--- src/rtl/iecdrv_sd_arbiter.sv ---
// Round-robin arbiter sharing one host SD block interface between up to four
// drive track loaders. The winner's command is latched and forwarded to the
// host; the host ack is routed back to the granted loader only.
module iecdrv_sd_arbiter #(
   parameter int NDRIVES = 4
) (
   input  logic                    clk,
   input  logic                    reset,
   input  logic [32*NDRIVES-1:0]   req_lba,
   input  logic [6*NDRIVES-1:0]    req_blk_cnt,
   input  logic [NDRIVES-1:0]      req_rd,
   input  logic [NDRIVES-1:0]      req_wr,
   output logic [NDRIVES-1:0]      req_ack,
   output logic [31:0]             sd_lba,
   output logic [5:0]              sd_blk_cnt,
   output logic                    sd_rd,
   output logic                    sd_wr,
   input  logic                    sd_ack,
   output logic [1:0]              sd_drive,
   output logic                    busy
);

   typedef enum logic [1:0] {IDLE, REQ, XFER, GAP} state_t;

   localparam logic [1:0] LAST = 2'(NDRIVES - 1);
   localparam logic [2:0] ND3  = 3'(NDRIVES);

   state_t      state_reg, state_next;
   logic [1:0]  ptr_reg, ptr_next;
   logic [1:0]  drive_reg, drive_next;
   logic [31:0] lba_reg, lba_next;
   logic [5:0]  cnt_reg, cnt_next;
   logic        rd_reg, rd_next;
   logic        wr_reg, wr_next;
   // Set by reset; keeps a host ack left over from an aborted transfer from
   // being taken for the ack of a new command. Clears once the ack is low.
   logic        stale_ack_reg;

   // Requester inputs widened to four fixed slots; unused slots read idle.
   logic [31:0] lba_arr [4];
   logic [5:0]  cnt_arr [4];
   logic [3:0]  rd4, wr4, pend;

   logic        found;
   logic [1:0]  win;
   logic [2:0]  idx;

   genvar gi;
   generate
      for (gi = 0; gi < 4; gi++) begin : g_slot
         if (gi < NDRIVES) begin : g_used
            assign lba_arr[gi] = req_lba[32*gi +: 32];
            assign cnt_arr[gi] = req_blk_cnt[6*gi +: 6];
            assign rd4[gi]     = req_rd[gi];
            assign wr4[gi]     = req_wr[gi];
         end else begin : g_unused
            assign lba_arr[gi] = '0;
            assign cnt_arr[gi] = '0;
            assign rd4[gi]     = 1'b0;
            assign wr4[gi]     = 1'b0;
         end
      end
   endgenerate

   assign pend = rd4 | wr4;

   // Round-robin search starting at ptr; scanning from the far end down lets
   // the nearest pending requester overwrite any later one.
   always_comb begin
      found = 1'b0;
      win   = 2'd0;
      idx   = 3'd0;
      for (int k = NDRIVES - 1; k >= 0; k--) begin
         idx = {1'b0, ptr_reg} + 3'(k);
         if (idx >= ND3) begin
            idx = idx - ND3;
         end
         if (pend[idx[1:0]]) begin
            found = 1'b1;
            win   = idx[1:0];
         end
      end
   end

   // Next-state and command register logic.
   always_comb begin
      state_next = state_reg;
      ptr_next   = ptr_reg;
      drive_next = drive_reg;
      lba_next   = lba_reg;
      cnt_next   = cnt_reg;
      rd_next    = rd_reg;
      wr_next    = wr_reg;
      case (state_reg)
         IDLE: begin
            if (found && !(stale_ack_reg && sd_ack)) begin
               drive_next = win;
               lba_next   = lba_arr[win];
               cnt_next   = cnt_arr[win];
               // Write has priority when a loader raises both.
               wr_next    = wr4[win];
               rd_next    = ~wr4[win];
               ptr_next   = (win == LAST) ? 2'd0 : win + 2'd1;
               state_next = REQ;
            end
         end
         REQ: begin
            if (sd_ack) begin
               rd_next    = 1'b0;
               wr_next    = 1'b0;
               state_next = XFER;
            end else if (!pend[drive_reg]) begin
               rd_next    = 1'b0;
               wr_next    = 1'b0;
               state_next = IDLE;
            end
         end
         XFER: begin
            if (!sd_ack) begin
               state_next = GAP;
            end
         end
         GAP: begin
            state_next = IDLE;
         end
         default: begin
            state_next = IDLE;
         end
      endcase
   end

   // State and latched-command registers.
   always_ff @(posedge clk) begin
      if (reset) begin
         state_reg     <= IDLE;
         ptr_reg       <= 2'd0;
         drive_reg     <= 2'd0;
         lba_reg       <= 32'd0;
         cnt_reg       <= 6'd0;
         rd_reg        <= 1'b0;
         wr_reg        <= 1'b0;
         stale_ack_reg <= 1'b1;
      end else begin
         state_reg     <= state_next;
         ptr_reg       <= ptr_next;
         drive_reg     <= drive_next;
         lba_reg       <= lba_next;
         cnt_reg       <= cnt_next;
         rd_reg        <= rd_next;
         wr_reg        <= wr_next;
         stale_ack_reg <= stale_ack_reg & sd_ack;
      end
   end

   // Host ack reaches only the granted loader, and only while it owns the bus.
   generate
      for (gi = 0; gi < NDRIVES; gi++) begin : g_ack
         assign req_ack[gi] = sd_ack && (drive_reg == 2'(gi)) &&
                              ((state_reg == REQ) || (state_reg == XFER));
      end
   endgenerate

   assign sd_lba     = lba_reg;
   assign sd_blk_cnt = cnt_reg;
   assign sd_rd      = rd_reg;
   assign sd_wr      = wr_reg;
   assign sd_drive   = drive_reg;
   assign busy       = (state_reg != IDLE);

endmodule
--- config.mk ---
export PLATFORM = sky130hd
export DESIGN_NAME = iecdrv_sd_arbiter
export DESIGN_NICKNAME = d
export VERILOG_FILES = /design/src/rtl/iecdrv_sd_arbiter.sv
export SDC_FILE = /design/constraint.sdc
export NUM_CORES = 1
export LEC_CHECK = 0
export BUFFER_PORTS_ARGS = -buffer_cell sky130_fd_sc_hd__buf_2
export CORE_ASPECT_RATIO = 1.1
export CORE_MARGIN = 2
export CORE_UTILIZATION = 45
export CTS_CLUSTER_SIZE = 28
export DETAILED_ROUTE_END_ITERATION = 10
export GPL_TIMING_DRIVEN = 0
export PLACE_DENSITY = 0.95
export SYNTH_ARGS = -nofsm -noshare
export SYNTH_HDL_FRONTEND = slang
export SYNTH_SLANG_ARGS = --single-unit
--- constraint.sdc ---
create_clock -name clk -period 4.2 [get_ports clk]
set_input_delay 0.42 -clock clk [delete_from_list [all_inputs] [get_ports clk]]
set_output_delay 0.42 -clock clk [all_outputs]
set_load 0.03 [all_outputs]
# Word level (Yosys, flattened, before mapping)
# Cells that the tools add are included.
[classes]
n_mux = 42
bitwise = 4
n_lt_le_gt_ge = 11
reduce_logical = 19
eq_ne = 10
add_sub_neg = 8
[op_table]
columns = ["cell", "count"]
rows = [
  ["32-bit binary-select mux with 2-bit select", 1],
  ["32-bit 2-to-1 mux", 2],
  ["2-bit 2-to-1 mux", 13],
  ["2-bit by 3-bit < comparator with 1-bit output (second input constant)", 6],
  ["1-bit 2-to-1 mux", 14],
  ["1-bit binary-select mux with 2-bit select", 6],
  ["6-bit binary-select mux with 2-bit select", 1],
  ["3-bit >= comparator (second input constant)", 4],
  ["6-bit 2-to-1 mux", 2],
  ["2-bit equality test (second input constant)", 5],
  ["1-bit logical AND", 10],
  ["2-bit one-hot mux with 4 select lines", 1],
  ["2-bit by 1-bit subtractor with 2-bit output (second input constant)", 4],
  ["2-bit by 2-bit adder with 3-bit output (second input constant)", 2],
  ["3-bit AND reduction", 2],
  ["2-bit by 1-bit equality test with 1-bit output (second input constant)", 2],
  ["2-bit logical NOT", 2],
  ["2-bit inequality test (second input constant)", 2],
  ["4-bit bitwise OR", 1],
  ["1-bit one-hot mux with 2 select lines", 2],
  ["2-bit nonzero test", 2],
  ["2-bit by 1-bit adder with 3-bit output (second input constant)", 1],
  ["2-bit by 3-bit >= comparator with 1-bit output (second input constant)", 1],
  ["3-bit inequality test (second input constant)", 1],
  ["7 further kinds", 7],
]
[word_totals]
wordCells = 102
regBits = 47
in_bits = 163

# Depth between registers and ports, before layout
[logic_depth]
word_depth = 14
depth_mapped = 10
depth_no_buf = 7

# Worst setup path after synthesis
# No wires, ideal clock.
[synth_path]
path_type = "flip-flop to flip-flop"
start = "register state_reg[0]"
end = "register lba_reg[25], in the netlist sd_lba[25]"
setup_time_ns = 0.136
stages_incl_launch_ff = 11
required_ns = 4.064
arrival_ns = 1.854
path_slack_ns = 2.210
path_cell_list = "dfxtp_1 inv_1 ha_1 inv_1 a311oi_1 buf_2 nor2_1 buf_2 clkbuf_1 nand2_1 o221ai_1"
[synth_via]
elab_chain_cells = 2
[synth_lines]
columns = ["item", "line_no", "rtl"]
rows = [
  ["from (decl)", "28", "state_t state_reg, state_next;"],
  ["from (signal assigned)", "144", "state_reg <= state_next;"],
  ["2-bit logical NOT", "94", "case (state_reg)"],
  ["2-bit AND reduction (no source line)", "n/a", ""],
  ["to (signal assigned)", "147", "lba_reg <= lba_next;"],
  ["to (decl)", "31", "logic [31:0] lba_reg, lba_next;"],
]
# Every way passes these cells.
# A chain may end at the register's enable or synchronous reset.

# Final worst setup path
[layout_path]
start = "register state_reg[0]"
end = "register lba_reg[9], in the netlist sd_lba[9]"
# The elaborated chain is that of the path after synthesis.

==> summary.md <==
| Metric | Value |
|---|---|
| Port Buffers | `about 210` |
| Worst vdd ir | `between 0.2 and 0.25 mV` |
| Layout cells sized above 1 | `0.518` |
| Worst path arrival time | `2.45 ns` |
| Dpl hpwl | `a little under 8000 um` |
| Postcts setup bufs | `0` |
| Crit path kind | `flip-flop to flip-flop` |
| First-pass GRT wire length | `14200 um` |
| CP peak stage delay | `about 0.32 ns` |
| #FFs+latches synth | `between 40 and 50` |
| Top achievable clock speed | `roughly 440 MHz` |
| Post-DR wirelength/cell | `~17 um` |
| Number of synthesized flops with an enable pin | `0` |
| Min-delay worst type | `input port to flip-flop` |
| Yosys warnings | `0` |
| Pleak | `roughly 2.3 nW` |
| Pwr dens | `432 nW/um^2` |
| # rows | `31` |
| Initial DRT Pass Iterations | `4` |
| CTS Buffer Depth | `2` |
| Critical Path Source | `state_reg[0]$_SDFFE_PP0P_` |
| Crit start category | `flip-flop` |
| Setup violations, final | `0` |
| Reg clk slew, reported paths | `about 0.090 ns` |
| Critical Path RT | `between 4 and 5 ns` |
| Slew Limit Fails | `0` |
| Iter 0 DRT Violations | `80` |
| Largest net degree at the start of global routing | `15` |
| Vias in the first global route | `around 3200` |
| Main area contributors after synthesis | `dfxtp_1 (31%), mux2i_1 (26%), o221ai_2 (10%), o221ai_1 (5.6%), nand2_1 (5.5%)` |
| Cts-stage hold buffer count | `0` |
| Synth Instances | `300` |
| Most used DFF post-synth | `dfxtp_1` |
| Top delay family on crit path | `buffers and inverters` |
| Filler Cell Count | `around 540` |
| Antenna Nets Post-Route | `0` |
| Seq/Total Area, Yosys | `0.315` |
| Placed Cells | `591` |
| CP Cell Sequence | `inv_1 > ha_1 > inv_1 > a311oi_1 > buf_2 > nor2_1 > buf_2 > clkbuf_1 > nand2_1 > o221ai_2` |
| Final Hold Viols | `0` |
| Post-Route Setup TNS | `0 ns` |
| Synth cell types | `44` |
| Antenna violations before repair | `1` |
| Total Wirelength | `approximately 10000 um` |
| Worst setup EP type | `flip-flop` |
| Overall Global Routing Usage | `0.249` |
| CTS Sinks | `47` |
| Yosys top cell area share | `0.315` |
| Startpoint of the worst hold path | `req_lba[26]` |
| Root buffer cell | `clkbuf_8` |
| CP max FO | `10` |
| Hold_ws | `between 0.4 and 0.5 ns` |
| Worst-skew pair later-pin latency | `between 0.2 and 0.3 ns` |
| Critical R2R Launch | `state_reg[0]$_SDFFE_PP0P_` |
| Die W | `81.7 um` |
| Drt drc | `0` |
| Layout Skew | `~0.0030 ns` |
| Placed Area | `a little over 4000 um^2` |
| CTS buffer count | `5` |
| Rel. slew slack | `0.630` |
| Final #Nets | `683` |
| Core Area | `between 6000 and 7000 um^2` |
| CTS tree | `built` |
| Final worst-path cycle share | `0.543` |
| Maximum capacitance violations | `0` |
| Tmin final | `roughly 2.3 ns` |
| Outcome | `finished, final reports clean` |
| RSZ-0062 raised after global routing | `false` |
| Synth area leader | `dfxtp_1` |
| Routability Congestion | `0.923` |
| Fin area | `roughly 4300 um^2` |
| WP buf/inv | `5` |
| Via density per instance | `roughly 5.5` |
| Syn avg cell area | `9.97 um^2` |
| Initial Utilization | `0.459` |
| Share of flip-flops with an asynchronous set or reset | `0` |
| Synth-to-layout area growth | `42.4%` |
| Non-Filler Instances | `600` |
| Worst-Margin Slew | `about 0.56 ns` |
| Highest-delay cell along the critical path | `dfxtp_1` |
| Synth Cell Area | `2990 um^2` |
| Htree depth | `2` |
| Largest register FFs | `32` |
| IO Pins | `210` |
| Die Span Y | `89.5 um` |
| Via count | `~3300` |
| Die area | `7320 um^2` |
| Post-Syn Nets | `between 400 and 500` |
| Post-CTS Resized | `0` |
| Global route total overflow | `0` |
-- cells in the mapped netlist (2+ instances only) --
cell and number:
inv_1 4, clkbuf_1 5, a211oi_1 3, o221ai_2 20, mux2i_1 78, dfxtp_1 47, o221ai_1 19, or3_1 2
buf_6 6, o21bai_1 2, buf_2 12, a21oi_1 3, nor3_1 5, nand3_1 2, nand3b_1 3, ha_1 4
o211ai_1 2, o22ai_1 2, nand2_1 44, nor2_2 2, nor2_1 11, or2_1 2
-- stage by stage --
| stage | util | power [mW] | setup WS [ns] |
|---|---|---|---|
| after floorplan | - | 1.23 | 2.21 |
| after global routing | 0.654 | 1.94 | 1.74 |
| after detailed placement | 0.635 | 1.51 | 1.77 |
| after global placement | 0.635 | 1.48 | 1.80 |
| final | 0.654 | 1.84 | 1.92 |
| after CTS | 0.653 | 1.85 | 1.94 |
-- kinds of logic (layout without fill, tap and decap cells) --
family	count (synthesis)	count (layout)	synth area share
AOI/OAI and AO/OA	62	62	0.216
buffers and inverters	27	244	0.0540
adders and majority gates	4	4	0.0167
and+or+nand+nor	79	79	0.122
other	0	1	0
DFF	47	47	0.315
xor gates and xnor gates	1	1	0.00293
muxes	80	80	0.274
-- power breakdown --
part	internal (mW)	leakage, nW	switching [mW]	total [mW]
Sequential	0.539	0.387	0.0520	0.591
Combinational	0.360	1.84	0.547	0.907
Clock	0.193	0.0612	0.150	0.342
-- layout by cell type, fill, tap and decap left out, types with 4 or more instances in the layout --
cell	instances
buf_2	221
mux2i_1	78
dfxtp_1	47
nand2_1	44
o221ai_2	20
o221ai_1	19
nor2_1	11
buf_6	6
clkbuf_8	6
nor3_1	5
clkbuf_1	5
inv_1	4
ha_1	4
-- per-layer routing --
layer / vias up / global-route usage / wire length [um]
met5: - / 0 / 0
met4: 0 / 0.114 / 233
met3: 23 / 0.0424 / 697
met2: 166 / 0.466 / 5240
met1: 1568 / 0.270 / 3770
li1: 1572 / - / -
-- final timing paths --
path	end	slack [ns]	cells past startpoint
worst max-delay path	sd_lba[9]$_SDFFE_PP0P_	1.92	10
worst min-delay path	sd_lba[26]$_SDFFE_PP0P_	0.44	3
worst max register to register	sd_lba[9]$_SDFFE_PP0P_	1.92	10
worst min register to register	sd_blk_cnt[0]$_SDFFE_PP0P_	0.47	2
-- worst reg2reg max path, delay by kind of cell (launching register included) --
kind	cells	cell delay [ns]
AOI/OAI and AO/OA	2	0.38
and+or+nand+nor	2	0.23
buffers and inverters	5	1.01
DFF	1	0.32
adders and majority gates	1	0.23
-- final cells by class --
type	count	area (um^2)	area share
Multi-Input combinational cell	226	1890	0.443
Clock buffer	6	82.6	0.0194
Clock inverter	2	35.0	0.00822
Antenna cell	1	2.50	0.000587
Buffer	23	146	0.0344
Tap cell	82	103	0.0241
Sequential cell	47	941	0.221
Timing Repair Buffer	209	1050	0.246
Inverter	4	15.0	0.00352
Note: power is estimated with default switching activity, not from simulation.
